<file path="src/rtl/down_counter_pkg.sv">
// down_counter_pkg: shared state type and default width for down_counter_tc
package down_counter_pkg;
  localparam int DEF_WIDTH = 8;
  typedef enum logic [1:0] {IDLE = 2'd0, RUN = 2'd1, DONE = 2'd2} state_t;
endpackage

</file>
<file path="src/rtl/down_counter_tc.sv">
// down_counter_tc: loadable down-counter with one-cycle terminal-count pulse
// Ports: clk, rst (sync, active-high); entrada load value; load strobe; countDown enable;
//        REz count; zero (REz==0); tc expiry pulse; busy (state RUN).
// Option: DOWN_COUNTER_AUTO_RELOAD_EN reloads the last loaded value on expiry instead of stopping.
module down_counter_tc
  import down_counter_pkg::*;
#(
  parameter int WIDTH = DEF_WIDTH
) (
  input  logic             clk,
  input  logic             rst,
  input  logic [WIDTH-1:0] entrada,
  input  logic             load,
  input  logic             countDown,
  output logic [WIDTH-1:0] REz,
  output logic             zero,
  output logic             tc,
  output logic             busy
);
  state_t           r_state;
  state_t           w_state_n;
  logic [WIDTH-1:0] w_rez_n;
  logic             w_tc_n;
`ifdef DOWN_COUNTER_AUTO_RELOAD_EN
  logic [WIDTH-1:0] r_reload;
`endif
  // In RUN the count is never 0, so the REz==1 branch is the only expiry path.
  always_comb begin
    w_rez_n   = REz;
    w_state_n = r_state;
    w_tc_n    = 1'b0;
    if (load) begin
      w_rez_n   = entrada;
      w_state_n = (entrada != '0) ? RUN : DONE;
    end else if (r_state == RUN && countDown) begin
      if (REz > WIDTH'(1)) begin
        w_rez_n = REz - WIDTH'(1);
      end else if (REz == WIDTH'(1)) begin
        w_tc_n = 1'b1;
`ifdef DOWN_COUNTER_AUTO_RELOAD_EN
        w_rez_n = r_reload;
`else
        w_rez_n   = '0;
        w_state_n = DONE;
`endif
      end
    end
  end
  // zero/busy derive from next-state values so they line up with REz.
  always_ff @(posedge clk) begin
    if (rst) begin
      r_state <= IDLE;
      REz     <= '0;
      tc      <= 1'b0;
      zero    <= 1'b1;
      busy    <= 1'b0;
    end else begin
      r_state <= w_state_n;
      REz     <= w_rez_n;
      tc      <= w_tc_n;
      zero    <= (w_rez_n == '0);
      busy    <= (w_state_n == RUN);
    end
  end
`ifdef DOWN_COUNTER_AUTO_RELOAD_EN
  always_ff @(posedge clk) begin
    if (rst) r_reload <= '0;
    else if (load) r_reload <= entrada;
  end
`endif
endmodule

</file>
<file path="config.mk">
export PLATFORM = sky130hd
export DESIGN_NAME = down_counter_tc
export DESIGN_NICKNAME = d
export VERILOG_FILES = /design/src/rtl/down_counter_pkg.sv /design/src/rtl/down_counter_tc.sv
export SDC_FILE = /design/constraint.sdc
export NUM_CORES = 1
export LEC_CHECK = 0
export BUFFER_PORTS_ARGS = -buffer_cell sky130_fd_sc_hd__buf_4
export CAP_MARGIN = 20
export CORE_UTILIZATION = 25
export DETAILED_ROUTE_END_ITERATION = 7
export PLACE_DENSITY = 0.56
export RECOVER_POWER = 100
export SETUP_SLACK_MARGIN = 0.3
export SLEW_MARGIN = 15
export SYNTH_ARGS = -nofsm -noshare
export SYNTH_HDL_FRONTEND = slang
export SYNTH_SLANG_ARGS = --single-unit
</file>
<file path="constraint.sdc">
create_clock -name clk -period 6.11 [get_ports clk]
set_clock_uncertainty 0.15 [all_clocks]
set_input_delay 0.3055 -clock clk [delete_from_list [all_inputs] [get_ports clk]]
set_output_delay 0.3055 -clock clk [all_outputs]
set_load 0.01 [all_outputs]
</file>
==> metrics.csv, run 1 <==
metric;value;unit
worst-skew pair later-pin latency;280;ps
Design Area, Final;955;µm²
routability cong.;0.857;
DP Area;1010;µm²
VDD IR max;0.0591;mV
Via-to-Cell Ratio;4.88;
number of synthesized flops with an enable pin;0;
post-synthesis sequential area ratio;32.3;%
Pleak;0.361;nW
Slowest cell on crit path;nor4_1;
top cell type's share of synthesized area;32.3;%
final core occ;31.3;%
Post-synth top flop;dfxtp_1;
row count;20;
Remaining Overflow, GRT;0;
WP data required;6130;ps
top post-synthesis cells by count;nor2_1 (14), dfxtp_1 (13), nor3_1 (9), inv_1 (7), a21oi_1 (6);
io pins;23;
PortBufs;22;
top-count cell post-synth;nor2_1;
Worst Tran Pin Value;780;ps
net total in the final layout;133;
initial antenna violation count;0;
critical path class;reg2reg;
Hold/Removal Path Class;in2reg;
Die Y;58.7;µm
dpl cells;158;
Setup Buffers After CTS;0;
final slew viol count;0;
vias;791;
cell repeated most along the worst path;o211ai_1;
Final TNS setup;0;ps
Peak Freq;0.389;GHz
CP startpoint kind;flip-flop;
TritonRoute pass-1 iters;4;
synthesized instance count;96;
die area;3450;µm²
synthesis-stage register bit count;13;
Routed Antenna Nets;0;
Setup crit end kind;flip-flop;
first-pass GRT wire length;3510;µm
Detail Placement HPWL;1630;µm
chip width;58.7;µm
final setup fails;0;
# DRC;0;
Critical Path, Cell by Cell;nor4_1 > o211ai_1 > a211oi_1 > o211ai_1 > o41ai_1;
Hold WS;126;ps
pre-CTS setup slack;3940;ps
TritonCTS clock tree;built;
Relative slew margins;47.5;%
Yosys warnings;0;
Syn Area/Cell;8.38;µm²
P per Cell Area;208;nW/µm²
Area growth, synth to finish;18.7;%
clock-pin slew on the worst setup and hold paths;80;ps
WP data arrival;2600;ps
CTS Buf Count;3;
Routed WL per cell;13.1;µm
Clock Tree Buf Depth;2;
CTS sink count;13;
outcome;completed;
Async S/R FF share, synth;0;%
Distinct cells, synth;38;
max_cap viols;0;
Starting Density;26.4;%
share of post-route cells with drive strength above 1;14.4;%
H-tree depth;1;
RSZ-0062 raised after global routing;false;
Synth Net Count;110;
detailed router's first-iteration violation count;17;
post-route minimum period;2570;ps
post-cts sizing count;0;
GRT Util Overall;13.6;%
post-route insts no fill;162;
Syn Std Cell Area;805;µm²
hold buffers post-CTS;0;
post-layout worst setup margin;3540;ps
largest net degree at the start of global routing;18;
Max stage delay on crit path;710;ps
Tcrit/Tclk final;42.1;%
core area;3050;µm²
CTS Root Cell;clkbuf_4;
n_diodes;0;
final WL;2130;µm
worst-path fanout max;6;
Final Hold Viols;0;
cell taking the most area after synthesis;dfxtp_1;
largest cells by area after synthesis;dfxtp_1 (32%), nor2_1 (6.5%), nor3_1 (5.6%);
vias in the first global route;732;
CP top delay family;compound AO/OA/AOI/OAI gates;
CP Buf/Inv Count;0;
Final Total Pwr;0.199;mW
-- report_power, final --
part	internal, mW	switching [mW]
clock network	0.0253	0.0281
logic	0.0207	0.0289
registers	0.0900	0.00592
total	0.136	0.0629
-- state kept, by name, summed over array words and instances (netlist names) --
| signal | count |
|---|---|
| r_state | 2 |
| zero | 1 |
| busy | 1 |
| REz | 8 |
| tc | 1 |
-- area by class of cell --
class	count	area, µm²
clock buffers	4	26.3
fillers	365	2100
inverters	8	30.0
multi-input cells	71	459
flip-flops and latches	13	260
well taps	44	55.1
repair buffers	22	124
-- worst paths after layout --
path                                            start               endpoint  slack, ps  depth (start not counted)
worst max-delay path                REz[7]$_SDFF_PP0_        zero$_SDFF_PP1_       3540                          5
worst min-delay path                              rst      REz[1]$_SDFF_PP0_        130                          2
worst max register to register      REz[7]$_SDFF_PP0_        zero$_SDFF_PP1_       3540                          5
worst min register to register  r_state[0]$_SDFF_PP0_  r_state[0]$_SDFF_PP0_        390                          2
-- cell usage in the layout (no fill, tap or decap), drive strengths merged, types with 2 or more instances in the layout --
master,n
a211oi,3
nand2,2
nand4,3
inv,8
a21boi,2
and2,2
o211ai,2
and3b,2
a21oi,6
dfxtp,13
a311oi,2
nor3b,3
nor2,14
buf,11
a31oi,2
clkbuf,15
ha,2
nor4,2
nor3,9
-- cells by family after synthesis --
family	count (synthesis)	synth area share (%)
buffers and inverters	12	5.91
adders and majority gates	2	3.11
muxes	1	1.24
and+or+nand+nor	43	32.3
DFF	13	32.3
AOI/OAI and AO/OA	25	25.0
-- layer usage --
metal / vias to the layer above / wire length, µm / GRT usage, %
li1: 403 / - / -
met1: 365 / 1090 / 19.2
met2: 18 / 921 / 19.6
met3: 5 / 69 / 1.98
met4: 0 / 42 / 8.16
met5: - / 0 / 0
Power figures use the tool's default switching activity.
==> inputs of run 2 (changes only) <==
PLACE_DENSITY = 0.58   (was 0.56)
clock period = 2.1 ns   (was 6.11 ns; I/O delays follow)
==> run 2 against run 1 <==
  * Routed wire length rose by 8.1%
  * Critical path type unchanged
  * Flip-flop and latch count is the same
  * Highest routed layer unchanged
  * First-iteration DRC count fell by 12%
==> metrics.csv, run 2 (synthesis gave the netlist of run 1 again) <==
metric;value;unit
outcome;completed;
DP Area;1060;µm²
WP data required;2130;ps
die area;3450;µm²
post-layout worst setup margin;165;ps
CTS sink count;13;
max_cap viols;0;
Internal;0.434;mW
final setup fails;0;
routability cong.;0.833;
initial antenna violation count;0;
io pins;23;
reported net switching power;0.210;mW
Final Total Pwr;0.644;mW
H-tree depth;1;
Clk pwr share;25.1;%
post-route insts no fill;174;
pre-CTS setup slack;16.3;ps
Worst Tran Pin Value;394;ps
Clock Tree Buf Depth;2;
chip width;58.7;µm
Final TNS setup;0;ps
Routed WL per cell;13.2;µm
Routed Antenna Nets;0;
Via-to-Cell Ratio;4.97;
critical path class;reg2reg;
Relative slew margins;73.5;%
Hold WS;58.4;ps
CTS Buf Count;3;
Hold/Removal Path Class;in2reg;
Largest Register;REz;
RSZ-0062 raised after global routing;true;
TritonRoute pass-1 iters;4;
share of post-route cells with drive strength above 1;32.3;%
PortBufs;22;
Sw Ratio;32.7;%
Combinational Power Share;30.6;%
Tcrit/Tclk final;92.1;%
Detail Placement HPWL;1680;µm
vias in the first global route;824;
worst-path fanout max;5;
Pleak;0.453;nW
dpl cells;158;
Starting Density;26.4;%
TritonCTS clock tree;built;
# DRC;0;
Top Registers;REz (8), r_state (2);
VDD IR max;0.180;mV
largest net degree at the start of global routing;18;
worst-skew pair later-pin latency;280;ps
Peak Freq;0.517;GHz
CTS Root Cell;clkbuf_4;
n_diodes;0;
Remaining Overflow, GRT;0;
final WL;2300;µm
final slew viol count;0;
commonest non-fill, non-tap cells in the layout;buf_4 (20), nor2_1 (14), dfxtp_1 (11);
Final Hold Viols;0;
final core occ;38.6;%
vias;865;
GRT Util Overall;14.5;%
net total in the final layout;145;
core area;3050;µm²
clock-pin slew on the worst setup and hold paths;90;ps
Die Y;58.7;µm
Area growth, synth to finish;46.5;%
Seq pwr share;44.3;%
first-pass GRT wire length;3730;µm
P per Cell Area;546;nW/µm²
detailed router's first-iteration violation count;15;
WP data arrival;1970;ps
Largest register FFs;8;
Design Area, Final;1180;µm²
post-route minimum period;1930;ps
commonest non-fill, non-tap cell in the layout;buf_4;
row count;20;
CP startpoint kind;flip-flop;
Setup crit end kind;flip-flop;
## run 2: cell type report
type / instances / area [µm²]
Fill cell: 330 / 1870
Inverter: 8 / 35.0
Multi-Input combinational cell: 71 / 553
Tap cell: 44 / 55.1
Sequential cell: 13 / 265
Clock buffer: 4 / 26.3
Timing Repair Buffer: 34 / 244
## run 2: layer usage
metal	wire, µm	GRT usage, %	vias up
met3	81	1.32	2
met5	0	0	-
met2	1180	26.0	21
met1	1010	17.1	407
li1	-	-	435
met4	27	7.14	0
## run 2: what timing repair did
item	4_1_cts	5_1_grt
pin swaps	6	2
resized for setup	7	1
endpoints found under the setup margin	3	3
cloned	0	0
setup buffers	5	1
hold buffers	6	0
endpoints found under the hold margin	10	0
## run 2: final timing paths
kind	start	endpoint	slack [ps]	depth (start not counted)
setup / recovery	REz[0]$_SDFF_PP0_	zero$_SDFF_PP1_	170	7
hold / removal	load	r_state[0]$_SDFF_PP0_	60	3
hold reg to reg	r_state[0]$_SDFF_PP0_	r_state[0]$_SDFF_PP0_	400	2
setup reg to reg	REz[0]$_SDFF_PP0_	zero$_SDFF_PP1_	170	7
## run 2: power by group through the flow
stage               clock network (mW)  logic, mW  registers [mW]
floorplan                            0      0.107           0.294
global placement                     0      0.173           0.291
detailed placement                   0      0.174           0.292
CTS                              0.166      0.202           0.285
global route                     0.170      0.216           0.287
finish                           0.161      0.197           0.285
## run 2: critical path, stage by stage (launching register included)
cell     delay, ps
dfxtp_4        390
inv_4           70
ha_4           150
nor3b_4        270
a41o_1         190
a21oi_1         80
a221o_1        280
o41ai_2        270
==> inputs of run 3 (changes only) <==
PLACE_DENSITY = 0.56   (was 0.58)
clock period = 2.25 ns   (was 2.1 ns; I/O delays follow)
==> run 3 against run 2 <==
  * The run now ends with hold timing left
  * Combinational power shrank 4%
  * Die area stayed put
  * First-iteration DRC count is 110% higher
  * Flip-flop and latch count unchanged
  * Final cell count is 1.1% higher
  * Worst setup slack improved by 27 ps
  * Register-to-register slack better by 30 ps
  * Global-route usage increased by 0.61 points
  * Critical path depth stayed put
  * Critical path type unchanged
  * Largest cell class unchanged
  * Largest power group unchanged
==> metrics.csv, run 3 (synthesis gave the netlist of run 1 again) <==
metric;value;unit
outcome;complete, but fails checks;
failing checks;hold timing;
post-route minimum period;2060;ps
TritonRoute pass-1 iters;4;
final slew viol count;0;
Via-to-Cell Ratio;5.10;
vias in the first global route;904;
WP data arrival;2090;ps
io pins;23;
critical path class;reg2reg;
Largest register FFs;8;
Max stage delay on crit path;380;ps
Remaining Overflow, GRT;0;
# DRC;0;
share of post-route cells with drive strength above 1;31.8;%
TritonCTS clock tree;built;
area of the multi-input gates;518;µm²
CTS Root Cell;clkbuf_4;
commonest non-fill, non-tap cells in the layout;buf_4 (25), nor2_1 (14), dfxtp_1 (12);
Die Y;58.7;µm
detailed router's first-iteration violation count;31;
Hold WS;-2.46;ps
largest net degree at the start of global routing;18;
Routed WL per cell;13.4;µm
Largest Register;REz;
Peak Freq;0.486;GHz
Final Hold Viols;1;
CP startpoint kind;flip-flop;
P per Cell Area;526;nW/µm²
Critical Path, Cell by Cell;inv_2 > ha_4 > nor3b_4 > a211oi_2 > a221oi_1 > o211ai_1 > o41ai_2;
Hold/Removal Path Class;in2reg;
CTS sink count;13;
Worst Tran Pin Value;436;ps
GRT Util Overall;15.1;%
Relative slew margins;71.0;%
max_cap viols;0;
Tcrit/Tclk final;91.4;%
first-pass GRT wire length;3990;µm
clock-pin slew on the worst setup and hold paths;90;ps
final WL;2360;µm
row count;20;
Sequential Area;264;µm²
Area growth, synth to finish;43.1;%
net total in the final layout;147;
RSZ-0062 raised after global routing;true;
H-tree depth;1;
core area;3050;µm²
routability cong.;0.864;
Starting Density;26.4;%
Filler cells;332;
VDD IR max;0.251;mV
n_diodes;0;
worst-path fanout max;5;
chip width;58.7;µm
die area;3450;µm²
Final TNS setup;0;ps
worst-skew pair later-pin latency;290;ps
Setup crit end kind;flip-flop;
commonest non-fill, non-tap cell in the layout;buf_4;
Pleak;0.458;nW
Routed Antenna Nets;0;
initial antenna violation count;0;
WP data required;2290;ps
CTS Buf Count;3;
Top Registers;REz (8), r_state (2);
Clock Tree Buf Depth;2;
vias;898;
Slowest cell on crit path;a221oi_1;
Final Total Pwr;0.605;mW
PortBufs;22;
final setup fails;0;
Detail Placement HPWL;1610;µm
==> run 3: path summary, 6_finish.rpt <==
| kind | startpoint | slack [ps] | cells past startpoint | end |
|---|---|---|---|---|
| worst max-delay path | REz[1]$_SDFF_PP0_ | 190 | 7 | zero$_SDFF_PP1_ |
| worst min-delay path | entrada[3] | -2 | 3 | REz[3]$_SDFF_PP0_ |
| worst max register to register | REz[1]$_SDFF_PP0_ | 190 | 7 | zero$_SDFF_PP1_ |
| worst min register to register | r_state[0]$_SDFF_PP0_ | 400 | 2 | r_state[0]$_SDFF_PP0_ |
==> run 3: per-layer routing <==
metal | share of wire (%) | wire length [µm] | vias to the layer above | global-route usage [%]
met1 | 44 | 1040 | 434 | 18.5
met4 | 2.1 | 50 | 0 | 9.18
met2 | 49 | 1170 | 26 | 25.2
li1 | - | - | 433 | -
met5 | 0 | 0 | - | 0
met3 | 4.4 | 105 | 5 | 1.76
==> run 3: timing repair <==
| item | in CTS | in global routing |
|---|---|---|
| hold endpoints to repair | 10 | 0 |
| setup buffers | 9 | 1 |
| gates cloned | 0 | 0 |
| endpoints found under the setup margin | 1 | 3 |
| hold buffers | 4 | 0 |
| gates resized for setup | 13 | 1 |
| pin swaps | 9 | 6 |
==> run 3: metrics by stage <==
stage | setup slack, ps | instance area (µm²) | hold WS [ps] | util (%) | instances
finish | 192 | 1150 | -2.46 | 37.7 | 176
global route | 84.9 | 1150 | 45.7 | 37.7 | 176
CTS | 288 | 1190 | 0.504 | 39.0 | 175
detailed placement | 57.6 | 1020 | 234 | 33.3 | 158
global placement | 53.8 | 1020 | 230 | 33.3 | 158
floorplan | 310 | 813 | 67.4 | - | 96
==> run 3: cell type report <==
| type | count | share of cell area (%) |
|---|---|---|
| Clock buffer | 3 | 1.96 |
| Timing Repair Buffer | 36 | 22.1 |
| Inverter | 8 | 2.83 |
| Clock inverter | 1 | 0.435 |
| Tap cell | 44 | 4.78 |
| Multi-Input combinational cell | 71 | 45.0 |
| Sequential cell | 13 | 22.9 |
==> run 3: critical path, delay by kind of cell (launching register included) <==
family	cells	cell delay, ps
AOI/OAI and AO/OA	4	910
buffers and inverters	1	100
and+or+nand+nor	1	280
adders and majority gates	1	150
DFF	1	350
==> run 3: power breakdown <==
part           total (mW)  internal (mW)  switching [mW]
registers           0.266          0.245          0.0211
logic               0.189         0.0967          0.0920
clock network       0.151         0.0662          0.0844
total               0.605          0.407           0.198
